==> config.mk <==
export PLATFORM = sky130hd
export DESIGN_NAME = fetch_queue
export DESIGN_NICKNAME = d
export VERILOG_FILES = /design/src/rtl/fetch_queue.sv
export SDC_FILE = /design/constraint.sdc
export NUM_CORES = 1
export LEC_CHECK = 0
export CORE_UTILIZATION = 30
export DETAILED_ROUTE_END_ITERATION = 8
export SYNTH_ARGS = -nofsm -noshare
export SYNTH_HDL_FRONTEND = slang
export SYNTH_SLANG_ARGS = --single-unit
==> constraint.sdc <==
create_clock -name clk_i -period 2.99 [get_ports clk_i]
set_input_delay 0.598 -clock clk_i [delete_from_list [all_inputs] [get_ports clk_i]]
set_output_delay 0.598 -clock clk_i [all_outputs]
set_load 0.01 [all_outputs]
==> src/rtl/fetch_queue.sv <==
// Instruction fetch queue: one outstanding imem read, results buffered in a DEPTH-entry FIFO.
// Latency: accept at N, request at N+1, INST_VALID at N+2 for an ack at N+1; FLUSH/ERR handled inline.
module fetch_queue #(
    parameter int          DEPTH = 4,
    parameter logic [31:0] BASE  = 32'h00400000,
    parameter int          AW    = 11
) (
    input  logic          clk_i,
    input  logic          rst_i,
    input  logic [31:0]   pc_in_i,
    input  logic          pc_valid_i,
    output logic          pc_ready_o,
    output logic          imem_req_o,
    output logic [AW-1:0] imem_addr_o,
    input  logic          imem_ack_i,
    input  logic [31:0]   imem_data_i,
    output logic [31:0]   inst_out_o,
    output logic [31:0]   inst_pc_o,
    output logic          inst_valid_o,
    input  logic          inst_ready_i,
    input  logic          flush_i,
    output logic          err_o
);

    localparam int PW = (DEPTH > 1) ? $clog2(DEPTH) : 1;
    localparam int CW = PW + 1;

    typedef enum logic [1:0] {S_IDLE, S_WAIT, S_DROP} state_t;

    state_t          state_q, state_d;
    logic [CW-1:0]   count_q, count_d;
    logic [PW-1:0]   rd_ptr_q, rd_ptr_d;
    logic [PW-1:0]   wr_ptr_q, wr_ptr_d;
    logic            req_q, req_d;
    logic [AW-1:0]   addr_q, addr_d;
    logic [31:0]     pend_pc_q, pend_pc_d;
    logic            err_q, err_d;
    logic [31:0]     inst_mem_q [DEPTH];
    logic [31:0]     pc_mem_q   [DEPTH];

    logic [31:0]     offset;
    logic            legal;
    logic            accept;
    logic            push;
    logic            pop;

    // Word index must fit in AW bits: every offset bit above AW+1 has to be zero.
    assign offset     = pc_in_i - BASE;
    assign legal      = (pc_in_i[1:0] == 2'b00) && (pc_in_i >= BASE) &&
                        ((offset >> (AW + 2)) == 32'd0);
    assign pc_ready_o = (state_q == S_IDLE) && (count_q < CW'(DEPTH)) && !flush_i && !rst_i;
    assign accept     = pc_valid_i && pc_ready_o;

    assign inst_valid_o = (count_q != '0);
    assign pop          = inst_valid_o && inst_ready_i && !flush_i;
    assign inst_out_o   = inst_valid_o ? inst_mem_q[rd_ptr_q] : 32'd0;
    assign inst_pc_o    = inst_valid_o ? pc_mem_q[rd_ptr_q]   : 32'd0;
    assign imem_req_o   = req_q;
    assign imem_addr_o  = addr_q;
    assign err_o        = err_q;

    always_comb begin
        state_d   = state_q;
        req_d     = req_q;
        addr_d    = addr_q;
        pend_pc_d = pend_pc_q;
        err_d     = err_q;
        push      = 1'b0;
        case (state_q)
            S_IDLE: begin
                if (accept) begin
                    if (legal) begin
                        state_d   = S_WAIT;
                        req_d     = 1'b1;
                        addr_d    = offset[AW+1:2];
                        pend_pc_d = pc_in_i;
                    end else begin
                        err_d = 1'b1;
                    end
                end
            end
            S_WAIT: begin
                if (imem_ack_i) begin
                    push    = !flush_i;
                    req_d   = 1'b0;
                    state_d = S_IDLE;
                end else if (flush_i) begin
                    state_d = S_DROP;
                end
            end
            S_DROP: begin
                if (imem_ack_i) begin
                    req_d   = 1'b0;
                    state_d = S_IDLE;
                end
            end
            default: begin
                state_d = S_IDLE;
                req_d   = 1'b0;
            end
        endcase
    end

    // A slot was reserved when the fetch was accepted, so push never sees a full queue.
    always_comb begin
        count_d  = count_q;
        rd_ptr_d = rd_ptr_q;
        wr_ptr_d = wr_ptr_q;
        if (flush_i) begin
            count_d  = '0;
            rd_ptr_d = '0;
            wr_ptr_d = '0;
        end else begin
            if (push) wr_ptr_d = wr_ptr_q + PW'(1);
            if (pop)  rd_ptr_d = rd_ptr_q + PW'(1);
            case ({push, pop})
                2'b10:   count_d = count_q + CW'(1);
                2'b01:   count_d = count_q - CW'(1);
                default: count_d = count_q;
            endcase
        end
    end

    always_ff @(posedge clk_i) begin
        if (rst_i) begin
            state_q   <= S_IDLE;
            count_q   <= '0;
            rd_ptr_q  <= '0;
            wr_ptr_q  <= '0;
            req_q     <= 1'b0;
            addr_q    <= '0;
            pend_pc_q <= '0;
            err_q     <= 1'b0;
        end else begin
            state_q   <= state_d;
            count_q   <= count_d;
            rd_ptr_q  <= rd_ptr_d;
            wr_ptr_q  <= wr_ptr_d;
            req_q     <= req_d;
            addr_q    <= addr_d;
            pend_pc_q <= pend_pc_d;
            err_q     <= err_d;
        end
    end

    // Storage is not reset; the outputs are gated by INST_VALID instead.
    always_ff @(posedge clk_i) begin
        if (push && !rst_i) begin
            inst_mem_q[wr_ptr_q] <= imem_data_i;
            pc_mem_q[wr_ptr_q]   <= pend_pc_q;
        end
    end

endmodule

==> flow_metrics.tcl <==
set metrics [dict create \
    synth_top_area_share_pct 66.91 \
    timing.final.setup_violations 0 \
    crit_type "reg2out" \
    maximum_count_of_clock_buffers_along_a_single_path 3 \
    netlist_instances 593 \
    clock_tree_skew_after_final_layout_ns 0.01167 \
    area_delta_synth_final_pct 29.06 \
    mappedNetlistArea_um2 11490 \
    power.internal_mw 6.897 \
    p_clk_share_pct 45.4 \
    timing.rr.start "count_q[2]" \
    final_cycle_utilization_of_the_critical_path_pct 97.43 \
    max_freq_mhz 343.3 \
    grt_antenna_before_repair 0 \
    globalRouteMet1Util_pct 15.64 \
    wire_per_inst_um 18.09 \
    timing.final.hold_violations 0 \
    min_from "pend_pc_q[28]" \
    route.detailed.vias_per_inst 4.406 \
    dp.final_hpwl_um 13440 \
    slowest_stage_cell_cp "sky130_fd_sc_hd__or3_2" \
    grt_most_used_layer "met2" \
    endpoint_kind "primary output" \
    syn_nets 673 \
    pin_count 149 \
    slew_violations 0 \
    crit_chain "or3_2, buf_8, and2_1, clkdlybuf4s50_1" \
    floorplan.die_area_um2 39090 \
    port_buffers 148 \
    grt_start_max_net_pins 65 \
    switchingPower_mw 1.635 \
    layout.area.seq_um2 8596 \
    slew_headroom_pct 59.20 \
    cp-startpoint "count_q[2]" \
    ys_seq_area_share_pct 74.75 \
    drt_iter0_drc 252 \
    multi_input_comb_area_um2 2679 \
    hold_buffers 0 \
    post_layout_nonfiller_instances 1298 \
    drv.max_cap_violation_count 0 \
    grt_util_all_layers_pct 12.34 \
    worst_endpoint_data_arrival_time_ns 2.32 \
    worst_hold_path_type "reg2reg" \
    grt_pass1_vias 6222 \
    synth_largest_area_cell "sky130_fd_sc_hd__edfxtp_1" \
    clock_slew_at_reported_path_ffs_ns 0.06 \
    timing.hold.worst_endpoint "pc_mem_q[2][28]" \
    cts_buffers 34 \
    yosys-top-cells-area "sky130_fd_sc_hd__edfxtp_1, sky130_fd_sc_hd__mux4_2, sky130_fd_sc_hd__dfxtp_1, sky130_fd_sc_hd__and2_1, sky130_fd_sc_hd__mux2i_1" \
    cellPowerDensity_nw_per_um2 575.3 \
    seq_power_share_pct 52.9 \
    synth_area_per_cell_um2 19.38 \
    swShare_pct 19.16 \
    power_leakage_nw 5.318 \
    worst_setup_slack_after_placement_ns 0.06571 \
    ant_nets 0 \
    coreArea_um2 37670 \
    routabilityCongestion 0.6882 \
    die_h_um 197.7 \
    wire_length_of_the_first_global_routing_pass_um 36200 \
    unrepaired_setup_endpoints_after_global_routing "true" \
    std_cell_rows 71 \
    cp-start-kind "flip-flop" \
    layout_commonest_cell "sky130_fd_sc_hd__edfxtp_1" \
    hold-path-cell-count 0 \
    layout_min_cycle_time_ns 2.913 \
    worst_pin_slew_ns 0.6114 \
    crit_path_max_incr_delay_ns 0.54 \
    cts_tree "built" \
    timing.reg2reg.setup_slack_ns 0.49 \
    placed_cells 1232 \
    peakVddDrop_v 0.0003576 \
    master_cell_of_the_clock_root_buffer "sky130_fd_sc_hd__clkbuf_16" \
    drt_first_pass_iters 4 \
    placement.cell_area_um2 13710 \
    rr_worst_depth 9 \
    worstSkewPairLatency_ns 0.50 \
    via_count 5719 \
    drc_violations_left 0 \
    num_antenna_cells 0 \
    synth-warning-count 0 \
    p_comb_share_pct 1.7 \
    final_cell_mix "sky130_fd_sc_hd__edfxtp_1, sky130_fd_sc_hd__clkdlybuf4s50_1, sky130_fd_sc_hd__and2_1, sky130_fd_sc_hd__mux4_2, sky130_fd_sc_hd__dfxtp_1" \
    run_status "finished clean" \
    initial_core_util_pct 30.50 \
    ys_types 35 \
    critical_path_rt_ns 2.39 \
    routed_wl_um 23480 \
    crit_path_max_fanout 40 \
    layout-drive-gt1-share_pct 18.68 \
    global_route.overflow_total 0 \
    fin_area_um2 14830 \
    layout.filler_cells 3473 \
    fin_ws_ns 0.07699 \
    final_nets 842 \
    chipWidth_um 197.7 \
    gr-usage-met2_pct 20.79 \
    htree_num_levels 2 \
    regToRegEndpoint "count_q[2]" \
    fin_util_pct 39.37 \
    synth.ff_latch_count 301 \
    cts_sinks 301 \
    groute.layer.met3.usage_pct 2.998 \
]
==> critical path: cells and delay by family (launching register included) <==
kind                   cells  cell delay [ns]
and+or+nand+nor            2             0.74
DFF                        1             0.35
buffers and inverters      2             0.69
==> cell families (layout without fill, tap and decap cells) <==
| logic type | Yosys count | after routing | share of synthesized area [%] |
|---|---|---|---|
| DFF | 301 | 301 | 74.75 |
| muxes | 78 | 78 | 13.76 |
| xor gates and xnor gates | 7 | 7 | 0.5336 |
| adders and majority gates | 10 | 10 | 1.154 |
| buffers and inverters | 48 | 242 | 2.058 |
| AOI/OAI and AO/OA | 9 | 9 | 0.4900 |
| and+or+nand+nor | 140 | 140 | 7.253 |
==> worst max-delay path by stage <==
stage / end / slack (ns) / cells after the start
4_1_cts: inst_pc_o[28] / -0.07 / 4
6_report: inst_pc_o[29] / 0.08 / 4
3_3_place_gp: pend_pc_q[18] / 0.12 / 9
3_5_place_dp: pend_pc_q[19] / 0.07 / 9
2_1_floorplan: inst_mem_q[0][0] / 0.62 / 4
5_1_grt: inst_pc_o[9] / -0.006 / 5
==> registers in the layout (all words and copies together), names as in the netlist, named ones only <==
| signal | flops |
|---|---|
| wr_ptr_q | 2 |
| pc_mem_q | 128 |
| imem_addr_o | 10 |
| imem_req_o | 1 |
| rd_ptr_q | 2 |
| inst_mem_q | 128 |
| pend_pc_q | 22 |
| count_q | 3 |
| state_q | 2 |
| err_o | 1 |
==> cell type report <==
class / count / share of cell area (%)
flip-flops and latches: 301 / 57.96
multi-input cells: 244 / 18.06
repair buffers: 170 / 12.35
clock buffers: 47 / 6.345
well taps: 511 / 4.312
clock inverters: 14 / 0.6834
inverters: 11 / 0.2784
==> layer usage <==
layer  up-vias  part of all wire (%)
li1       2619                     -
met1      2922                    43
met2       135                    50
met3        43                   5.2
met4         0                   2.2
met5         -                     0
==> what timing repair did <==
action,4_1_cts,5_1_grt
hold endpoints to repair,0,0
cloned,0,1
resized for setup,40,15
endpoints found under the setup margin,64,25
buffers inserted,2,2
==> through the flow <==
stage | total power, mW | TNS (ns) | hold WS [ns]
final | 8.532 | 0 | 0.5000
after global routing | 8.823 | -0.01947 | 0.5225
after CTS | 8.679 | -0.7256 | 0.5008
after detailed placement | 4.748 | 0 | 0.4850
after global placement | 4.746 | 0 | 0.4786
after floorplan | 4.626 | 0 | 0.4520
==> cells in the mapped netlist, drive strengths merged <==
cell type / number
a211oi: 1
a21oi: 5
and2: 86
and3: 1
and3b: 1
buf: 19
clkbuf: 18
dfxtp: 45
edfxtp: 256
fa: 1
ha: 9
inv: 11
mux2i: 14
mux4: 64
nand2: 3
nand2b: 2
nand3: 2
nand4b: 1
nor2: 31
nor3: 2
nor4: 4
nor4b: 1
nor4bb: 2
o21ai: 1
o21ba: 1
o41ai: 1
or2: 2
or3: 2
xnor2: 4
xor2: 3
==> power groups by stage <==
stage          logic (mW)  clock network (mW)  registers, mW
2_1_floorplan      0.0189                   0           4.61
3_3_place_gp        0.142                   0           4.60
3_5_place_dp        0.144                   0           4.60
4_1_cts             0.145                4.02           4.51
5_1_grt             0.154                4.16           4.51
6_report            0.143                3.87           4.52
(Power assumes the default switching activity.)
